==> src/rtl/reg_dump_reader.sv <==
// Debug read-side client of the register file: sweeps an inclusive, wrapping
// address range over one read port and streams (address, value) words to a host.
module reg_dump_reader #(
    parameter int DW = 32,
    parameter int AW = 5
) (
    input  logic          Clk,
    input  logic          Reset,
    input  logic          Start,
    input  logic          Abort,
    input  logic [AW-1:0] StartAddr,
    input  logic [AW-1:0] EndAddr,
    output logic [AW-1:0] RAddr,
    output logic          RdEn,
    input  logic [DW-1:0] RData,
    output logic [DW-1:0] OutData,
    output logic [AW-1:0] OutAddr,
    output logic          OutValid,
    input  logic          OutReady,
    output logic          Busy,
    output logic          Done,
    output logic [2:0]    DbgState
);

    // Handshake: a word moves on any rising edge where OutValid and OutReady are
    // both high; OutData/OutAddr stay frozen while OutValid waits for OutReady.
    typedef enum logic [2:0] {
        S_IDLE = 3'd0,
        S_READ = 3'd1,
        S_WAIT = 3'd2,
        S_SEND = 3'd3,
        S_DONE = 3'd4
    } state_t;

    state_t        r_state;
    state_t        w_next_state;
    logic [AW-1:0] r_cur;
    logic [AW-1:0] w_cur;
    logic [AW-1:0] r_end;
    logic [AW-1:0] w_end;
    logic [AW-1:0] r_raddr;
    logic [AW-1:0] w_raddr;
    logic [AW-1:0] r_out_addr;
    logic [AW-1:0] w_out_addr;
    logic [DW-1:0] r_out_data;
    logic [DW-1:0] w_out_data;
    logic          r_rd_en;
    logic          w_rd_en;
    logic          r_out_valid;
    logic          w_out_valid;
    logic          r_busy;
    logic          w_busy;
    logic          r_done;
    logic          w_done;
    logic          w_abort;
    logic          w_xfer;
    logic          w_last;

    assign w_abort = Abort && (r_state != S_IDLE);
    assign w_xfer  = (r_state == S_SEND) && r_out_valid && OutReady;
    assign w_last  = (r_cur == r_end);

    always_ff @(posedge Clk or negedge Reset) begin
        if (!Reset) begin
            r_state     <= S_IDLE;
            r_cur       <= '0;
            r_end       <= '0;
            r_raddr     <= '0;
            r_rd_en     <= 1'b0;
            r_out_data  <= '0;
            r_out_addr  <= '0;
            r_out_valid <= 1'b0;
            r_busy      <= 1'b0;
            r_done      <= 1'b0;
        end else begin
            r_state     <= w_next_state;
            r_cur       <= w_cur;
            r_end       <= w_end;
            r_raddr     <= w_raddr;
            r_rd_en     <= w_rd_en;
            r_out_data  <= w_out_data;
            r_out_addr  <= w_out_addr;
            r_out_valid <= w_out_valid;
            r_busy      <= w_busy;
            r_done      <= w_done;
        end
    end

    always_comb begin
        w_next_state = r_state;
        if (w_abort) begin
            w_next_state = S_IDLE;
        end else begin
            case (r_state)
                S_IDLE: if (Start && !Abort) w_next_state = S_READ;
                S_READ: w_next_state = S_WAIT;
                S_WAIT: w_next_state = S_SEND;
                S_SEND: if (w_xfer) w_next_state = w_last ? S_DONE : S_READ;
                S_DONE: w_next_state = S_IDLE;
                default: w_next_state = S_IDLE;
            endcase
        end
    end

    // Registered outputs are loaded with the values that belong to the state
    // being entered, so every output is valid for the whole of that state.
    always_comb begin
        w_cur       = r_cur;
        w_end       = r_end;
        w_raddr     = r_raddr;
        w_out_data  = r_out_data;
        w_out_addr  = r_out_addr;
        w_rd_en     = (w_next_state == S_READ) || (w_next_state == S_WAIT);
        w_out_valid = (w_next_state == S_SEND);
        w_busy      = (w_next_state != S_IDLE);
        w_done      = (w_next_state == S_DONE);
        if (r_state == S_IDLE && w_next_state == S_READ) begin
            w_cur   = StartAddr;
            w_end   = EndAddr;
            w_raddr = StartAddr;
        end
        // x0 has no storage behind it, so its read data is never trusted.
        if (r_state == S_WAIT && w_next_state == S_SEND) begin
            w_out_data = (r_cur == '0) ? '0 : RData;
            w_out_addr = r_cur;
        end
        if (r_state == S_SEND && w_next_state == S_READ) begin
            w_cur   = r_cur + 1'b1;
            w_raddr = r_cur + 1'b1;
        end
    end

    assign RAddr    = r_raddr;
    assign RdEn     = r_rd_en;
    assign OutData  = r_out_data;
    assign OutAddr  = r_out_addr;
    assign OutValid = r_out_valid;
    assign Busy     = r_busy;
    assign Done     = r_done;
    assign DbgState = r_state;

endmodule

==> config.mk <==
export PLATFORM = sky130hd
export DESIGN_NAME = reg_dump_reader
export DESIGN_NICKNAME = d
export VERILOG_FILES = /design/src/rtl/reg_dump_reader.sv
export SDC_FILE = /design/constraint.sdc
export NUM_CORES = 1
export LEC_CHECK = 0
export BUFFER_PORTS_ARGS = -buffer_cell sky130_fd_sc_hd__buf_2
export CORE_MARGIN = 2
export CORE_UTILIZATION = 35
export DETAILED_ROUTE_END_ITERATION = 16
export PLACE_DENSITY = 0.61
export SLEW_MARGIN = 25
export SYNTH_ARGS = -nofsm -noshare
export SYNTH_HDL_FRONTEND = slang
export SYNTH_SLANG_ARGS = --single-unit
export TNS_END_PERCENT = 50
==> constraint.sdc <==
create_clock -name Clk -period 3.6 [get_ports Clk]
set_input_delay 0.18 -clock Clk [delete_from_list [all_inputs] [get_ports Clk]]
set_output_delay 0.18 -clock Clk [all_outputs]
set_load 0.02 [all_outputs]
Word level (Yosys, flattened, before mapping)
Index checks and enable logic that the tools add are counted.
{"block": "word_totals", "register_bits": 54, "output_inout_bits": 49}
{"block": "classes", "muxes": 8, "n_eq_ne": 8, "n_addsub": 1, "n_reduce_logical": 14}
{"operator": "$mux W32", "count": 1}
{"operator": "$eq A3 B2 Y1 const B", "count": 4}
{"operator": "$mux W3", "count": 4}
{"operator": "$pmux W3 S4", "count": 1}
{"operator": "$mux W5", "count": 2}
{"operator": "$logic_and A1 B1 Y1", "count": 7}
{"operator": "$eq A3 B1 Y1 const B", "count": 2}
{"operator": "$reduce_bool A3 Y1", "count": 2}
{"operator": "$add A5 B1 Y5 const B", "count": 1}
{"operator": "$eq A5 B5 Y1", "count": 1}
{"operator": "$logic_not A5 Y1", "count": 1}
{"operator": "$eq A3 B3 Y1 const B", "count": 1}
{"operator": "$logic_not A3 Y1", "count": 1}
{"operator": "$reduce_bool A2 Y1", "count": 1}
{"operator": "$logic_not A1 Y1", "count": 1}
{"operator": "$logic_or A1 B1 Y1", "count": 1}

Depth between registers and ports, before layout
{"block": "depth", "word_depth": 10, "depth_mapped": 8, "mapped_depth_nobuf": 6}

Least setup slack after synthesis
OpenSTA, ideal clock, no wires.
{"block": "synth_timing", "kind": "register -> register", "startpoint": "register r_state[1] (netlist: DbgState[1])", "endpoint": "register r_out_addr[3] (netlist: OutAddr[3])", "period_less_slack_ns": 1.931, "path_slack_ns": 1.669, "path_stages_with_launch": 8, "path_buffers": 2, "arrival_ns": 1.807, "t_required_ns": 3.475, "cell_sequence": "dfrtp_1 -> buf_2 -> and4_4 -> or4_4 -> clkinv_2 -> nand2_4 -> buf_2 -> mux2_2"}
{"block": "synth_between", "elab_chain_cells": 8, "word_cells_on_any_way": 14, "classes_between": "eq/ne (4); mux (4); reduce/logical (6)"}
{"element": "start: declaration", "line_no": "35", "rtl": "state_t r_state;"}
{"element": "start signal: assignment", "line_no": "76", "rtl": "r_state <= w_next_state;"}
{"element": "$eq A3 B2 Y1", "line_no": "60, 94"}
{"element": "$logic_and A1 B1 Y1 (2 in series)", "line_no": "60", "rtl": "assign w_xfer = (r_state == S_SEND) && r_out_valid && OutReady;"}
{"element": "$mux W3", "line_no": "98", "rtl": "S_SEND: if (w_xfer) w_next_state = w_last ? S_DONE : S_READ;"}
{"element": "$pmux W3 S4", "line_no": "94", "rtl": "case (r_state)"}
{"element": "$mux W3 *", "line_no": "91", "rtl": "if (w_abort) begin"}
{"element": "via w_next_state[1]", "line_no": "36", "rtl": "state_t w_next_state;"}
{"element": "$eq A3 B2 Y1 *", "line_no": "123", "rtl": "if (r_state == S_WAIT && w_next_state == S_SEND) begin"}
{"element": "$logic_and A1 B1 Y1 *", "line_no": "123"}
{"element": "end signal: assignment", "line_no": "82", "rtl": "r_out_addr <= w_out_addr;"}
{"element": "end: declaration", "line_no": "43", "rtl": "logic [AW-1:0] r_out_addr;"}
The timed path passes the listed nets; every way through them passes the cells marked *.
A chain may end at the register's enable or synchronous reset.

Worst setup path in the final report
{"block": "layout_timing", "startpoint": "register r_state[1] (netlist: DbgState[1])", "endpoint": "register r_out_data[9] (netlist: OutData[9])"}
{"block": "layout_between", "elab_chain_cells": 8, "word_cells_on_any_way": 14, "classes_between": "eq/ne (4); mux (4); reduce/logical (6)"}
{"element": "$eq A3 B2 Y1", "line_no": "60, 94"}
{"element": "$logic_and A1 B1 Y1 (2 in series)", "line_no": "60"}
{"element": "$mux W3", "line_no": "98"}
{"element": "$pmux W3 S4", "line_no": "94"}
{"element": "$mux W3 *", "line_no": "91"}
{"element": "via w_next_state[1]", "line_no": "36"}
{"element": "$eq A3 B2 Y1 *", "line_no": "123"}
{"element": "$logic_and A1 B1 Y1 *", "line_no": "123"}
{"element": "end signal: assignment", "line_no": "81", "rtl": "r_out_data <= w_out_data;"}
{"element": "end: declaration", "line_no": "45", "rtl": "logic [DW-1:0] r_out_data;"}
Marked as above.

==> metrics.txt <==
Final ANT Viol Nets=0; P_sw=0.7423 mW; part of the power in registers=45.7%; # H-tree levels=2; GR Overflow Total=0; Area growth, synth to finish=28.41%; vias in the first global route=1,682; Site Rows=29; most used routing layer=met2; Max Cap Violations=0; Reg clk slew, reported paths=100 ps; synth warn=0; hpwl dp=3479 microns; status=completed; 1st-pass router iterations=4; Initial Utilization=35.64%; clk_lat worst skew=300 ps; Switching Fraction=36.78%; DRC viols=0; Filler cells=617; synthesized area per cell=12.64 sq um; Post-Syn Instances=177; Die Area=0.007048 sq mm; worst slew pin tran=844.9 ps; initial DRC count=75; drt wl/cell=13.90 microns; io pins=96; combinational group share of total power=35.9%; Port Buffers=95; Crit. End Element=flop; Clock Sinks=54; asr flop ratio synth=100.0%; TritonCTS clock tree=built; Unique masters post-synth=31; Final period util=71.40%; Max Clk Rate=389.1 MHz; met2 global-route usage=21.38%; sequential-to-total area share from yosys stat=60.40%; via/cell ratio=4.857; Setup TNS Final=0 ps; maximum vdd drop=260.0 uV; final setup margin=1030 ps; Top FF cell, synth=dfrtp_1; Placed Cells=341; vias=1,700; met1 usage=20.43%; GR Util met3=4.055%; critical path arrival=2810 ps; end-of-flow core utilization=45.76%; post-synthesis register bit count=54; pre-CTS setup slack=1039 ps; number of antenna violations at the first check in global routing=0; Cell Int Power=1.276 mW; Final nets=321; area of the core=0.006277 sq mm; Die Ht=83.95 microns; slew margin rel.=43.68%; count of final setup violators=0; post-synth net total=226; largest net degree at the start of global routing=50; Layout Cells excl Fill=350; Post-Route Skew=6.586 ps; RSZ-0062 raised after global routing=no; leakage power=1.472 nW; Die X=83.95 microns; critical path type=flop to flop; Tmin final=2570 ps; first-pass GRT wire length=8100 microns; pwr dens=702.5 mW/mm^2; kind of start point of the critical path=flop; CTS buffer count=5; share of power burned in the clock network=18.4%; Root Buffer=clkbuf_8; Inserted Diodes=0; Mapped Area=0.002237 sq mm; final hold vios=0; HP Class=input port to flop; RD Place Congestion=0.8533; final slew viol count=0; post-cts gate resize count=0; EDFF count, synth=0; worst-path fanout max=42; final wirelength=4864 microns; Req. time, crit path=3840 ps; clock buffer depth=2; share of cells above drive strength 1=43.59%; Global Route Usage Sum=14.44%
## placed cells by master (no fill, tap or decap)
cell,instances
o22a_1,2
dlygate4sd3_1,1
nor2_1,13
o32ai_1,1
xnor2_1,5
nor2b_1,3
inv_1,5
o22ai_1,2
o21ai_0,10
a22o_1,32
nor3_1,3
a31oi_1,1
a21oi_1,4
o21a_1,1
clkbuf_8,7
ha_1,2
nand3_1,4
nand3b_1,1
o221a_2,1
nand2_4,1
and4_4,1
dfrtp_1,54
buf_4,1
a31oi_4,1
nand2_1,9
clkinv_2,1
or4_4,1
o41ai_4,1
buf_2,95
or3_1,1
clkinv_4,1
a31o_2,1
mux2_2,7
## stage by stage
step | cell area (sq um) | hold slack, ps | total power [mW]
finish | 2873 | 86.21 | 2.018
global route | 2873 | 76.38 | 2.144
CTS | 2873 | 77.71 | 2.045
detailed placement | 2758 | 5.992 | 1.671
global placement | 2758 | 5.504 | 1.660
floorplan | 2237 | -115.6 | 1.399
## kinds of logic (layout without fill, tap and decap cells)
group / Yosys count / count (layout) / synth area share (%)
adders and majority gates: 2 / 2 / 1.118
AOI/OAI and AO/OA: 57 / 57 / 21.09
muxes: 7 / 7 / 3.524
and+or+nand+nor: 37 / 37 / 8.222
DFF: 54 / 54 / 60.40
xor gates and xnor gates: 5 / 5 / 1.957
buffers and inverters: 15 / 111 / 3.691
## registers in the layout, indices dropped and copies added (netlist names)
| name | flops |
|---|---|
| r_end | 5 |
| Busy | 1 |
| RdEn | 1 |
| RAddr | 5 |
| OutValid | 1 |
| OutAddr | 5 |
| DbgState | 3 |
| OutData | 32 |
| Done | 1 |
## final cells by class
cell class                 count  area, sq um  area share [%]
clock buffer                   7        96.34           3.354
tap                           77        96.34           3.354
multi-input combinational    108        803.3           27.96
inverter                       6        23.77          0.8275
sequential                    54         1351           47.04
clock inverter                 1        8.758          0.3049
timing repair buffer          97        493.0           17.16
## critical path, stage by stage (launching register included)
cell	delay, ps
dfrtp_1	470
and4_4	210
or4_4	450
clkinv_2	90
nand2_4	240
a31oi_4	780
a22o_1	240
## metal layers
metal  part of all wire [%]  vias up  wire length (microns)
li1                       -      835                      -
met1                     47      801                   2294
met2                     45       62                   2201
met3                    6.7        2                    328
met4                   0.82        0                     40
met5                      0        -                      0
## power groups by stage
| stage | registers (mW) | clock network [mW] | logic, mW |
|---|---|---|---|
| 2_1_floorplan | 1.13 | 0 | 0.270 |
| 6_report | 0.922 | 0.371 | 0.725 |
| 3_3_place_gp | 0.936 | 0 | 0.724 |
| 5_1_grt | 0.952 | 0.406 | 0.786 |
| 4_1_cts | 0.927 | 0.383 | 0.734 |
| 3_5_place_dp | 0.936 | 0 | 0.734 |
## path summary, 6_finish.rpt
path / startpoint / endpoint / slack [ps] / depth (start not counted)
hold / removal: RData[20] / OutData[20]$_DFFE_PN0P_ / 90 / 2
setup / recovery: DbgState[1]$_DFF_PN0_ / OutData[9]$_DFFE_PN0P_ / 1030 / 6
setup reg to reg: DbgState[1]$_DFF_PN0_ / OutData[9]$_DFFE_PN0P_ / 1030 / 6
min in group asynchronous: Reset / r_end[2]$_DFFE_PN0P_ / 220 / 2
max in group asynchronous: Reset / RAddr[0]$_DFFE_PN0P_ / 2580 / 3
hold reg to reg: OutAddr[4]$_DFFE_PN0P_ / OutAddr[4]$_DFFE_PN0P_ / 480 / 2
## what timing repair did
action | 4_1_cts | 5_1_grt
hold buffers | 1 | 0
buffers inserted | 0 | 0
endpoints found under the hold margin | 5 | 0
## cells in the mapped netlist (2+ instances only)
library cell | instances | area, sq um
a21oi_1 | 4 | 20.02
a22o_1 | 32 | 280.3
buf_2 | 2 | 10.01
buf_6 | 3 | 33.78
clkbuf_1 | 4 | 15.01
dfrtp_1 | 54 | 1351
ha_1 | 2 | 25.02
inv_1 | 5 | 18.77
mux2_2 | 7 | 78.83
nand2_1 | 9 | 33.78
nand3_1 | 4 | 20.02
nor2_1 | 13 | 48.80
nor2b_1 | 3 | 18.77
nor3_1 | 3 | 15.01
o21ai_0 | 10 | 50.05
o22a_1 | 2 | 17.52
o22ai_1 | 2 | 12.51
xnor2_1 | 5 | 43.79
Power figures use the tool's default switching activity.
